[src/rtl/vc_flit_serializer.sv]
// Per-VC flit FIFOs with round-robin arbitration at flit boundaries; each flit is
// serialized LSB-first onto a narrow phit link with valid/ready and a last-phit marker.
module vc_flit_serializer #(
  parameter int unsigned DATA_W     = 64,
  parameter int unsigned PHIT_W     = 4,
  parameter int unsigned NUM_VC     = 4,
  parameter int unsigned VC_W       = 2,
  parameter int unsigned FIFO_DEPTH = 4,
  parameter int unsigned FIFO_ADDRW = 2
) (
  input  logic              clk,
  input  logic              rst,
  input  logic [DATA_W-1:0] in_data,
  input  logic              in_valid,
  input  logic [VC_W-1:0]   in_vc,
  output logic              in_ready,
  output logic [PHIT_W-1:0] out_data,
  output logic              out_valid,
  output logic [VC_W-1:0]   out_vc,
  output logic              out_last,
  input  logic              out_ready,
  output logic [NUM_VC-1:0] vc_nonempty
);

  localparam int unsigned BEATS  = DATA_W / PHIT_W;
  localparam int unsigned BEAT_W = $clog2(BEATS + 1);
  localparam int unsigned CNT_W  = FIFO_ADDRW + 1;

  typedef enum logic {S_IDLE, S_SEND} state_e;

  state_e                state_q;
  logic [BEAT_W-1:0]     beat_q;
  logic [DATA_W-1:0]     sreg_q;
  logic [VC_W-1:0]       last_grant_q;

  logic [DATA_W-1:0]     mem_q   [NUM_VC][FIFO_DEPTH];
  logic [FIFO_ADDRW-1:0] head_q  [NUM_VC];
  logic [FIFO_ADDRW-1:0] tail_q  [NUM_VC];
  logic [CNT_W-1:0]      count_q [NUM_VC];
  logic [CNT_W-1:0]      count_d [NUM_VC];

  logic                  vc_ok;
  logic                  sel_full;
  logic                  adv;
  logic                  grant_found;
  logic                  load;
  logic [VC_W-1:0]       grant_vc;
  logic [DATA_W-1:0]     head_flit;
  logic [NUM_VC-1:0]     push_v;
  logic [NUM_VC-1:0]     pop_v;

  function automatic logic [FIFO_ADDRW-1:0] ptr_inc(input logic [FIFO_ADDRW-1:0] p);
    return (p == FIFO_ADDRW'(FIFO_DEPTH - 1)) ? '0 : p + FIFO_ADDRW'(1);
  endfunction

  // Upstream ready looks only at the current count of the addressed FIFO.
  always_comb begin : in_ready_logic
    vc_ok    = 32'(in_vc) < NUM_VC;
    sel_full = 1'b0;
    for (int unsigned i = 0; i < NUM_VC; i++) begin
      if (in_vc == VC_W'(i)) sel_full = (count_q[i] == CNT_W'(FIFO_DEPTH));
    end
    in_ready = vc_ok && !sel_full;
  end

  // Round-robin: first non-empty VC above the last grant, else lowest non-empty.
  always_comb begin : arbiter
    grant_found = 1'b0;
    grant_vc    = '0;
    for (int unsigned i = 0; i < NUM_VC; i++) begin
      if (!grant_found && vc_nonempty[i] && (VC_W'(i) > last_grant_q)) begin
        grant_found = 1'b1;
        grant_vc    = VC_W'(i);
      end
    end
    for (int unsigned i = 0; i < NUM_VC; i++) begin
      if (!grant_found && vc_nonempty[i]) begin
        grant_found = 1'b1;
        grant_vc    = VC_W'(i);
      end
    end
    head_flit = '0;
    for (int unsigned i = 0; i < NUM_VC; i++) begin
      if (grant_vc == VC_W'(i)) head_flit = mem_q[i][head_q[i]];
    end
  end

  assign adv  = !out_valid || out_ready;
  assign load = adv && grant_found && ((state_q == S_IDLE) || out_last);

  always_comb begin : fifo_next
    push_v = '0;
    pop_v  = '0;
    for (int unsigned i = 0; i < NUM_VC; i++) begin
      push_v[i]  = in_valid && in_ready && (in_vc == VC_W'(i));
      pop_v[i]   = load && (grant_vc == VC_W'(i));
      count_d[i] = count_q[i] + CNT_W'(push_v[i]) - CNT_W'(pop_v[i]);
    end
  end

  always_ff @(posedge clk) begin : fifo_ptrs
    if (!rst) begin
      for (int unsigned i = 0; i < NUM_VC; i++) begin
        head_q[i]  <= '0;
        tail_q[i]  <= '0;
        count_q[i] <= '0;
      end
      vc_nonempty <= '0;
    end else begin
      for (int unsigned i = 0; i < NUM_VC; i++) begin
        count_q[i]     <= count_d[i];
        vc_nonempty[i] <= (count_d[i] != '0);
        if (push_v[i]) tail_q[i] <= ptr_inc(tail_q[i]);
        if (pop_v[i])  head_q[i] <= ptr_inc(head_q[i]);
      end
    end
  end

  // Payload storage is not reset; counts alone define validity.
  always_ff @(posedge clk) begin : fifo_mem
    for (int unsigned i = 0; i < NUM_VC; i++) begin
      if (push_v[i]) mem_q[i][tail_q[i]] <= in_data;
    end
  end

  // Serializer FSM; everything holds while a presented phit is stalled.
  always_ff @(posedge clk) begin : serializer
    if (!rst) begin
      state_q      <= S_IDLE;
      beat_q       <= '0;
      sreg_q       <= '0;
      last_grant_q <= VC_W'(NUM_VC - 1);
      out_valid    <= 1'b0;
      out_data     <= '0;
      out_vc       <= '0;
      out_last     <= 1'b0;
    end else if (adv) begin
      if (load) begin
        state_q      <= S_SEND;
        sreg_q       <= head_flit >> PHIT_W;
        out_data     <= head_flit[PHIT_W-1:0];
        out_vc       <= grant_vc;
        out_valid    <= 1'b1;
        out_last     <= 1'b0;
        beat_q       <= BEAT_W'(1);
        last_grant_q <= grant_vc;
      end else if ((state_q == S_SEND) && !out_last) begin
        out_data <= sreg_q[PHIT_W-1:0];
        sreg_q   <= sreg_q >> PHIT_W;
        out_last <= (beat_q == BEAT_W'(BEATS - 1));
        beat_q   <= beat_q + BEAT_W'(1);
      end else begin
        state_q   <= S_IDLE;
        out_valid <= 1'b0;
        out_last  <= 1'b0;
      end
    end
  end

endmodule

[config.mk]
export PLATFORM = sky130hd
export DESIGN_NAME = vc_flit_serializer
export DESIGN_NICKNAME = d
export VERILOG_FILES = /design/src/rtl/vc_flit_serializer.sv
export SDC_FILE = /design/constraint.sdc
export NUM_CORES = 1
export LEC_CHECK = 0
export ABC_AREA = 0
export CAP_MARGIN = 20
export CORE_UTILIZATION = 24
export CTS_CLUSTER_DIAMETER = 100
export CTS_CLUSTER_SIZE = 10
export DETAILED_ROUTE_END_ITERATION = 7
export GPL_ROUTABILITY_DRIVEN = 0
export PLACE_DENSITY = 0.4
export SLEW_MARGIN = 30
export SYNTH_ARGS = -nofsm -noshare
export SYNTH_HDL_FRONTEND = slang
export SYNTH_SLANG_ARGS = --single-unit
[constraint.sdc]
create_clock -name clk -period 4.6 [get_ports clk]
set_input_delay 1.38 -clock clk [delete_from_list [all_inputs] [get_ports clk]]
set_output_delay 1.38 -clock clk [all_outputs]
set_load 0.1 [all_outputs]
Yosys cells after proc, flatten, opt, wreduce, memory -nomap -nowiden
Memory sizes are Yosys's and may differ from the RTL's.
Cells that the tools add are included.
- logic and storage cells: 250
- output and inout bits: 13
- bits in registers: 83
- memories: 4
- RAM bits: 1052
- $lt $le $gt $ge: 16
- bitwise gates (word level): 21
- mux-type cells: 112
- eq/ne operators: 20
- reductions and logical operators: 52
- add/subtract/negate cells: 17
- memories (memory ; words ; width ; rd ports ; clocked after memory_dff ; write ports ; line ; source):
    mem_q ; 4 ; 256 ; 4 ; 0 ; 1 ; 36 ; logic [DATA_W-1:0] mem_q [NUM_VC][FIFO_DEPTH];
    count_q ; 4 ; 3 ; 4 ; 0 ; 4 ; 39 ; logic [CNT_W-1:0] count_q [NUM_VC];
    head_q ; 4 ; 2 ; 4 ; 0 ; 4 ; 37 ; logic [FIFO_ADDRW-1:0] head_q [NUM_VC];
    tail_q ; 4 ; 2 ; 4 ; 0 ; 4 ; 38 ; logic [FIFO_ADDRW-1:0] tail_q [NUM_VC];
- operators with widths (cell ; number):
    $mux 256 ; 10
    $mux 64 ; 18
    $reduce_or 256->1 ; 3
    $bmux 64 s2 ; 4
    $demux 64 s2 ; 4
    $mux 2 ; 25
    $mux 1 ; 43
    $logic_and 1x1->1 ; 27
    $eq 2x2->1 const B ; 12
    $ge 3x3->1 const B ; 8
    $not 2->3 ; 8
    $add 2x1->2 const B ; 8
    $add 3x1->3 ; 4
    $eq 3x3->1 const B ; 4
    $lt 3x1->1 const B ; 4
    $mux 3 ; 4
    $or 1x1->1 ; 12
    $reduce_bool 3->1 ; 4
    $sub 3x1->3 ; 4
    $logic_not 1->1 ; 10
    $mux 5 ; 2
    $mux 4 ; 2
    $reduce_and 2->1 ; 3
    $add 5x1->5 const B ; 1
    9 further kinds ; 14

Longest topological paths before layout
Gate-level depths: netlist of the first run.
- depth in word-level cells: 34
- depth in mapped cells: 15
- depth with buffers taken out: 13

Least setup slack after synthesis of the first run
OpenSTA, ideal clock, no wires.
- path kind: input to register
- start: in in_vc[0]
- end: mem mem_q[0][0] (netlist bit), enable pin
- buffers on the path: 0
- path slack: 0.568 ns
- arrival time: 3.603 ns
- data required time: 4.171 ns
- stages on the path: 5
- cells stage by stage: nor4b_1 -> a21oi_1 -> o2111ai_1 -> nor2_1 -> and2_1
- longest elaborated chain between the ends: 14
- elaborated cells on any way between the ends: 31
- classes of those cells: eq/ne (3); mux (18); reduce/logical (10)
- ends and longest elaborated chain (what ; line ; source):
    from (decl) ; 15 ; input logic [VC_W-1:0] in_vc,
    $logic_not 2->1 ; 61, 95 ;
    $mux 1 (4 in series) ; 61 ; if (in_vc == VC_W'(i)) sel_full = (count_q[i] == CNT_W'(FIFO_DEPTH));
    $logic_not 1->1 ; 63 ; in_ready = vc_ok && !sel_full;
    $logic_and 1x1->1 (2 in series) ; 95 ; push_v[i] = in_valid && in_ready && (in_vc == VC_W'(i));
    $mux 1 ; 122 ; if (push_v[i]) mem_q[i][tail_q[i]] <= in_data;
    $mux 256 (not written as such) ; 122 ;
    $reduce_or 256->1 (no source line) ; -- ;
    $mux 2 (no source line) / $mux 256 (equally long branches) (3 in series) ; -- ;
    to (decl) ; 36 ;
Parallel ways exist; a longest one is shown, timed or not.

Worst setup path after layout of the first run
- start: in in_vc[0]
- end: out in_ready
- longest elaborated chain between the ends: 6
- elaborated cells on any way between the ends: 9
- classes of those cells: eq/ne (3); mux (4); reduce/logical (2)
- ends and longest elaborated chain (what ; line ; source):
    $logic_not 2->1 ; 61 ;
    $mux 1 (3 in series) ; 61 ;
    $mux 1 * ; 61 ;
    $logic_not 1->1 * ; 63 ;
    to (decl) ; 16 ; output logic in_ready,
Every way passes the cells marked *; elsewhere a longest branch is shown, timed or not.

==> results of run 1 <==
-- layout make-up --
class | instances | area [sq um]
Antenna cell | 2 | 5.00
Clock inverter | 13 | 155
Tap cell | 2370 | 2970
Fill cell | 17585 | 129000
Timing Repair Buffer | 161 | 1850
Clock buffer | 207 | 3580
Multi-Input combinational cell | 853 | 9900
Inverter | 25 | 93.8
Sequential cell | 1131 | 33100
-- cells in the mapped netlist (4+ instances only) --
| cell | count |
|---|---|
| or3_1 | 16 |
| o221ai_1 | 14 |
| nor3_1 | 7 |
| a22oi_1 | 44 |
| a21boi_0 | 17 |
| a21o_1 | 8 |
| nor4b_1 | 4 |
| a22o_1 | 4 |
| buf_4 | 7 |
| inv_1 | 25 |
| nand2b_1 | 9 |
| a21oi_1 | 29 |
| buf_2 | 67 |
| nand3_1 | 19 |
| fa_1 | 4 |
| nor4_1 | 12 |
| nor2b_1 | 6 |
| o221a_2 | 38 |
| o22ai_1 | 13 |
| and2_0 | 4 |
| xnor2_1 | 9 |
| ha_1 | 27 |
| o21ai_0 | 57 |
| and3_1 | 4 |
| mux4_2 | 256 |
| a211o_1 | 4 |
| a31oi_1 | 55 |
| and2_1 | 31 |
| o211ai_1 | 5 |
| or2_2 | 5 |
| dfxtp_1 | 91 |
| nor4bb_1 | 4 |
| edfxtp_1 | 1040 |
| nand2_1 | 63 |
| clkbuf_1 | 46 |
| nor3b_1 | 6 |
| nor2_1 | 49 |
-- sequential cells by signal (all words and copies together) (netlist names) --
register	count
mem_q	1024
out_last	1
out_vc	2
tail_q	8
count_q	12
sreg_q	60
last_grant_q	2
head_q	8
out_data	4
vc_nonempty	4
beat_q	5
state_q	1
-- metal layers --
metal	GRT usage [%]	vias to the layer above	part of all wire (%)
met4	3.24	20	1.6
met5	0	-	0.087
met3	2.41	170	4.2
met2	23.9	579	49
met1	19.5	12268	45
li1	-	9260	-
-- metrics by stage --
stage | cells | setup slack, ns | hold slack [ns] | cell area (sq um) | total power, mW
2_1_floorplan | 2134 | 0.568 | 0.445 | 43600 | 16.1
3_3_place_gp | 4540 | 0.271 | 0.470 | 47900 | 18.9
3_5_place_dp | 4540 | 0.321 | 0.479 | 47900 | 18.9
4_1_cts | 4760 | 0.329 | 0.490 | 51600 | 28.4
5_1_grt | 4761 | 0.189 | 0.534 | 51600 | 29.1
6_report | 4762 | 0.324 | 0.490 | 51600 | 28.0
-- worst max-delay path by stage --
stage                     endpoint  slack (ns)  cells past startpoint
floorplan              mem_q[0][0]        0.57                      5
global placement    vc_nonempty[1]        0.27                     12
detailed placement  vc_nonempty[1]        0.32                     12
CTS                       in_ready        0.33                      5
global route              in_ready        0.19                      6
finish                    in_ready        0.32                      5
-- power groups by stage --
stage                     registers (mW)  logic [mW]  clock network [mW]
after global routing                12.5        6.56                10.0
after detailed placement            12.7        6.23                   0
final                               12.4        6.14                9.42
after CTS                           12.4        6.26                9.70
after floorplan                     12.5        3.60                   0
after global placement              12.6        6.21                   0
-- cells in the final DEF, fill, tap and decap left out, types with 6 or more instances in the layout --
| cell | Yosys | layout |
|---|---|---|
| a21boi_0 | 17 | 17 |
| a21o_1 | 8 | 8 |
| a21oi_1 | 29 | 28 |
| a22oi_1 | 44 | 44 |
| a31oi_1 | 55 | 55 |
| and2_1 | 31 | 13 |
| and2_4 | 0 | 16 |
| buf_12 | 0 | 36 |
| buf_4 | 7 | 49 |
| clkbuf_1 | 46 | 75 |
| clkbuf_16 | 0 | 132 |
| clkdlybuf4s50_1 | 0 | 76 |
| dfxtp_1 | 91 | 90 |
| edfxtp_1 | 1040 | 1040 |
| ha_1 | 27 | 27 |
| inv_1 | 25 | 25 |
| inv_6 | 0 | 6 |
| mux4_2 | 256 | 256 |
| nand2_1 | 63 | 61 |
| nand2b_1 | 9 | 9 |
| nand3_1 | 19 | 18 |
| nor2_1 | 49 | 49 |
| nor2b_1 | 6 | 6 |
| nor3_1 | 7 | 7 |
| nor3b_1 | 6 | 6 |
| nor4_1 | 12 | 12 |
| o21ai_0 | 57 | 57 |
| o221a_2 | 38 | 38 |
| o221ai_1 | 14 | 14 |
| o22ai_1 | 13 | 13 |
| or3_1 | 16 | 16 |
| xnor2_1 | 9 | 9 |
-- cell families (layout without fill, tap and decap cells) --
group	after synthesis	in the layout	synth area share [%]
simple gates	251	251	3.06
mux	256	256	13.2
xor+xnor	11	11	0.221
buf+inv	150	406	1.61
flops	1131	1131	75.9
other cells	0	2	0
compound gates	304	304	5.05
fa+ha+maj	31	31	0.959
-- critical path: cells and delay by family --
family / cells / cell delay, ns
AOI/OAI and AO/OA: 1 / 0.19
buffers and inverters: 2 / 0.66
and+or+nand+nor: 2 / 0.66
==> summary.md, run 1 <==
| Metric | Value |
|---|---|
| Status | `finished, final reports clean` |
| Row cnt | `~160` |
| Drc violations | `0` |
| Final ANT Viol Nets | `0` |
| HP Start | `beat_q[4]` |
| Die area | `0.183 sq mm` |
| Post-synth EDFFs | `about 1000` |
| Number of port buffers | `82` |
| Worst hold stages | `2` |
| Hpwl dp | `76900 microns` |
| Mean area per synthesized cell | `between 20 and 25 sq um` |
| Crit path max fanout | `3` |
| Drt pass-1 iters | `6` |
| RR Startpoint | `vc_nonempty[3]` |
| Post-Syn Instances | `about 2100` |
| Syn_nets | `around 2200` |
| Final WL | `approximately 130000 microns` |
| Yosys cell types | `64` |
| Grt total ovfl | `0` |
| Post-layout minimum cycle time | `between 4 and 5 ns` |
| NumNets Final | `around 2400` |
| Sw Pwr | `between 8 and 9 mW` |
| Async S/R FF share, synth | `0%` |
| Routed vias/inst | `around 4.7` |
| Largest net degree at the start of global routing | `65` |
| Gr usage total | `between 10 and 15%` |
| Num Clock Sinks | `about 1100` |
| Final Cycle Share | `93.0%` |
| DR vias | `between 20000 and 25000` |
| Primary FF master, synth | `edfxtp_1` |
| Num CTS Buffers | `between 100 and 150` |
| Fin. Hold Viols | `0` |
| Clk pwr share | `roughly a third` |
| Slew @ Worst Pin | `roughly 1 ns` |
| Yosys Warn Count | `0` |
| R2R Path End | `vc_nonempty[2]` |
| Clk buf depth | `3` |
| Core Region | `around 0.18 sq mm` |
| Final setup vio count | `0` |
| Startpoint Class | `input port` |
| Die width | `roughly 430 microns` |
| Switching part of the total | `~31%` |
| Slew headroom | `approximately a third` |
| Fmax | `about 230 MHz` |
| Initial DRC Count | `1738` |
| PwrDens | `~540 mW/mm^2` |
| Die Ht | `roughly 430 microns` |
| Max Cap Violations | `0` |
| Clock Tree Root | `clkbuf_16` |
| Critical Path RT | `approximately 3.2 ns` |
| Synth area leaders | `edfxtp_1, mux4_2, dfxtp_1` |
| Initial antenna violation count | `16` |
| Post-synthesis instance area | `between 0.04 and 0.05 sq mm` |
| Biggest area consumer among synthesized cells | `edfxtp_1` |
| Comb power frac | `21.9%` |
| R2R Setup Slk | `about 1.4 ns` |
| Worst EP arrival | `between 2 and 3 ns` |
| Setup TNS | `0 ns` |
| Hold EP | `beat_q[4]` |
| Leak | `around 16 nW` |
| Skew final | `0.0434 ns` |
| # IOs | `83` |
| RSZ-0062 raised after global routing | `false` |
| Starting density of the core | `between 20 and 25%` |
| Critical-path cell list | `clkdlybuf4s50_1 > nand2_1 > or4b_1 > o211a_1 > buf_12` |
| Post-synthesis sequential area ratio | `roughly 76%` |
| Post-cts gate resize count | `0` |
| # hold bufs at CTS | `0` |
| Synth top area share | `71.7%` |
| R2R depth | `12` |
| Worst path max stage delay | `0.57 ns` |
| Reg power frac | `roughly 44%` |
| Buffer count from post-CTS setup fixing | `0` |
| Global-route wire length before repair | `about 190000 microns` |
| CP Capture Type | `output pin` |
| Routed wire per std cell | `27.6 microns` |
| CTS tree | `built` |
| Final core utilization | `between 20% and 30%` |
| Vias in the first global route | `roughly 24000` |
| Int Pwr | `19.4 mW` |
| Share of cells above drive strength 1 | `23.5%` |
| Worst skew pair latency | `slightly below 0.8 ns` |
| IR drop worst, VDD | `just under 400 uV` |
| #FFs+latches synth | `approximately 1100` |
| Worst setup path start | `in_vc[0]` |
| Number of H-tree levels | `4` |
| CP Class | `in2out` |
| Slew Viols, Final | `0` |
| CP max stage cell | `or4b_1` |
| Area Growth Syn to Fin | `18.4%` |
| Clock transition at path regs | `roughly 0.060 ns` |
| Type of the most critical hold path | `reg2reg` |
Power figures use the tool's default switching activity.
==> inputs of run 2 (changes only) <==
CORE_MARGIN = 4   (was not set)
==> run 2 against run 1 <==
Compared with the run above:
- worst setup slack worse by 0.0074 ns
- sequential share of layout area down 0.29 points
- critical path depth up 1
- maximum frequency fell by 0.17%
- largest cell class unchanged
- largest power group unchanged
==> summary.md, run 2 (synthesis gave the netlist of run 1 again) <==
| Metric | Value |
|---|---|
| Drc violations | `0 (unchanged)` |
| PwrDens | `544 mW/mm^2 (was 542 mW/mm^2)` |
| Number of flip-flops under the largest register name | `1024 (unchanged)` |
| Clock Tree Root | `clkbuf_16 (unchanged)` |
| Leak | `15.9 nW (was 15.8 nW)` |
| Final Cycle Share | `93.1% (was 93.0%)` |
| Slew headroom | `33.9% (was 33.3%)` |
| Clk buf depth | `3 (unchanged)` |
| DP Area | `0.0479 sq mm (about the same)` |
| Initial antenna violation count | `14 (was 16)` |
| Drt pass-1 iters | `5 (was 6)` |
| DR vias | `22090 (was 22297)` |
| Core Region | `0.181 sq mm (unchanged)` |
| Int Pwr | `19.6 mW (was 19.4 mW)` |
| Crit path max fanout | `7 (was 3)` |
| Grt total ovfl | `0 (unchanged)` |
| IR drop worst, VDD | `392 uV (about the same)` |
| Max Cap Violations | `0 (unchanged)` |
| Die area | `0.188 sq mm (was 0.183 sq mm)` |
| Final setup vio count | `0 (unchanged)` |
| Switching part of the total | `30.3% (was 30.8%)` |
| NumNets Final | `2408 (was 2404)` |
| Worst skew pair latency | `0.76 ns (was 0.77 ns)` |
| FILL cells | `17656 (was 17585)` |
| Comb power frac | `21.6% (was 21.9%)` |
| Slew Viols, Final | `0 (unchanged)` |
| Gr usage total | `13.8% (was 14.3%)` |
| Reg power frac | `44.1% (was 44.4%)` |
| Fin area | `0.0518 sq mm (was 0.0516 sq mm)` |
| Num Clock Sinks | `1131 (unchanged)` |
| Area Growth Syn to Fin | `19.0% (was 18.4%)` |
| Sw Pwr | `8.53 mW (was 8.62 mW)` |
| Vias in the first global route | `23695 (was 23651)` |
| Routed vias/inst | `4.61 (was 4.68)` |
| Setup WS pre-CTS | `0.284 ns (was 0.321 ns)` |
| Global-route wire length before repair | `183000 microns (was 186000 microns)` |
| Most frequent cells in the layout | `edfxtp_1, mux4_2, clkbuf_16 (unchanged)` |
| Num CTS Buffers | `131 (unchanged)` |
| Slew @ Worst Pin | `0.988 ns (was 1.00 ns)` |
| Final WL | `130000 microns (was 132000 microns)` |
| Type of the most critical hold path | `reg2reg (unchanged)` |
| Reg area | `0.0331 sq mm (unchanged)` |
| # IOs | `83 (unchanged)` |
| Fmax | `233 MHz (was 234 MHz)` |
| Post-cts gate resize count | `0 (unchanged)` |
| CP Capture Type | `output pin (unchanged)` |
| Final ANT Viol Nets | `0 (unchanged)` |
| RSZ-0062 raised after global routing | `false (unchanged)` |
| Row cnt | `156 (unchanged)` |
| Initial DRC Count | `1687 (was 1738)` |
| Hpwl dp | `76300 microns (was 76900 microns)` |
| Multi-input gate area | `0.00989 sq mm (was 0.00990 sq mm)` |
| Skew final | `0.0364 ns (was 0.0434 ns)` |
| Routed wire per std cell | `27.2 microns (was 27.6 microns)` |
| Final worst slack | `0.317 ns (was 0.324 ns)` |
| Status | `finished, final reports clean (unchanged)` |
| Startpoint Class | `input port (unchanged)` |
| Largest net degree at the start of global routing | `64 (was 65)` |
| Critical Path RT | `3.22 ns (about the same)` |
| Clk pwr share | `34.3% (was 33.7%)` |
| Most common cell after layout, fill and taps aside | `edfxtp_1 (unchanged)` |
| Starting density of the core | `24.1% (unchanged)` |
| Worst EP arrival | `2.90 ns (about the same)` |
| Die Ht | `434 microns (was 428 microns)` |
| CP Class | `in2out (unchanged)` |
| Number of H-tree levels | `4 (unchanged)` |
| Die width | `434 microns (was 428 microns)` |
| Buffer count from post-CTS setup fixing | `0 (unchanged)` |
| Post-layout minimum cycle time | `4.28 ns (about the same)` |
| # hold bufs at CTS | `0 (unchanged)` |
| Fin. Hold Viols | `0 (unchanged)` |
| Share of cells above drive strength 1 | `23.6% (was 23.5%)` |
| CTS tree | `built (unchanged)` |
| Number of port buffers | `82 (unchanged)` |
| Clock transition at path regs | `0.06 ns (about the same)` |
| Setup TNS | `0 ns (unchanged)` |
-- run 2: layer usage --
metal / track usage (%) / share of wire, % / vias to the layer above
met1: 18.3 / 44 / 12054
met5: 0 / 0.035 / -
met3: 3.32 / 5.3 / 175
li1: - / - / 9278
met4: 4.25 / 2.7 / 8
met2: 22.6 / 48 / 575
-- run 2: worst paths after layout --
path	startpoint	endpoint	slack [ns]	depth (start not counted)
min	beat_q[4]	beat_q[4]	0.49	2
max reg2reg	vc_nonempty[3]	vc_nonempty[1]	1.19	11
min reg2reg	beat_q[4]	beat_q[4]	0.49	2
max	in_vc[0]	in_ready	0.32	6
-- run 2: worst max-delay path, cell delays in order --
cell	delay (ns)
clkdlybuf4s50_1	0.43
buf_4	0.17
nor4b_1	0.37
a21oi_1	0.10
o211a_1	0.28
buf_12	0.18
-- run 2: per-stage QoR --
step                hold WS (ns)  utilization [%]  cells  total power [mW]
floorplan                  0.445                -   2134              16.1
global placement           0.467             26.5   4544              18.8
detailed placement         0.475             26.5   4544              18.8
CTS                        0.488             28.7   4786              28.6
global route               0.520             28.7   4787              29.4
finish                     0.489             28.7   4791              28.2
-- run 2: power by group through the flow --
stage / Clock (mW) / Combinational (mW) / Sequential (mW)
6_report: 9.67 / 6.09 / 12.4
3_3_place_gp: 0 / 6.19 / 12.6
3_5_place_dp: 0 / 6.18 / 12.6
5_1_grt: 10.4 / 6.53 / 12.5
2_1_floorplan: 0 / 3.60 / 12.5
4_1_cts: 10.0 / 6.21 / 12.4
-- run 2: area by class of cell --
cell class | instances | area share [%]
clock inverter | 9 | 0.246
inverter | 25 | 0.181
sequential | 1131 | 63.8
antenna | 5 | 0.0241
tap | 2370 | 5.72
timing repair buffer | 165 | 3.62
clock buffer | 233 | 7.37
multi-input combinational | 853 | 19.1
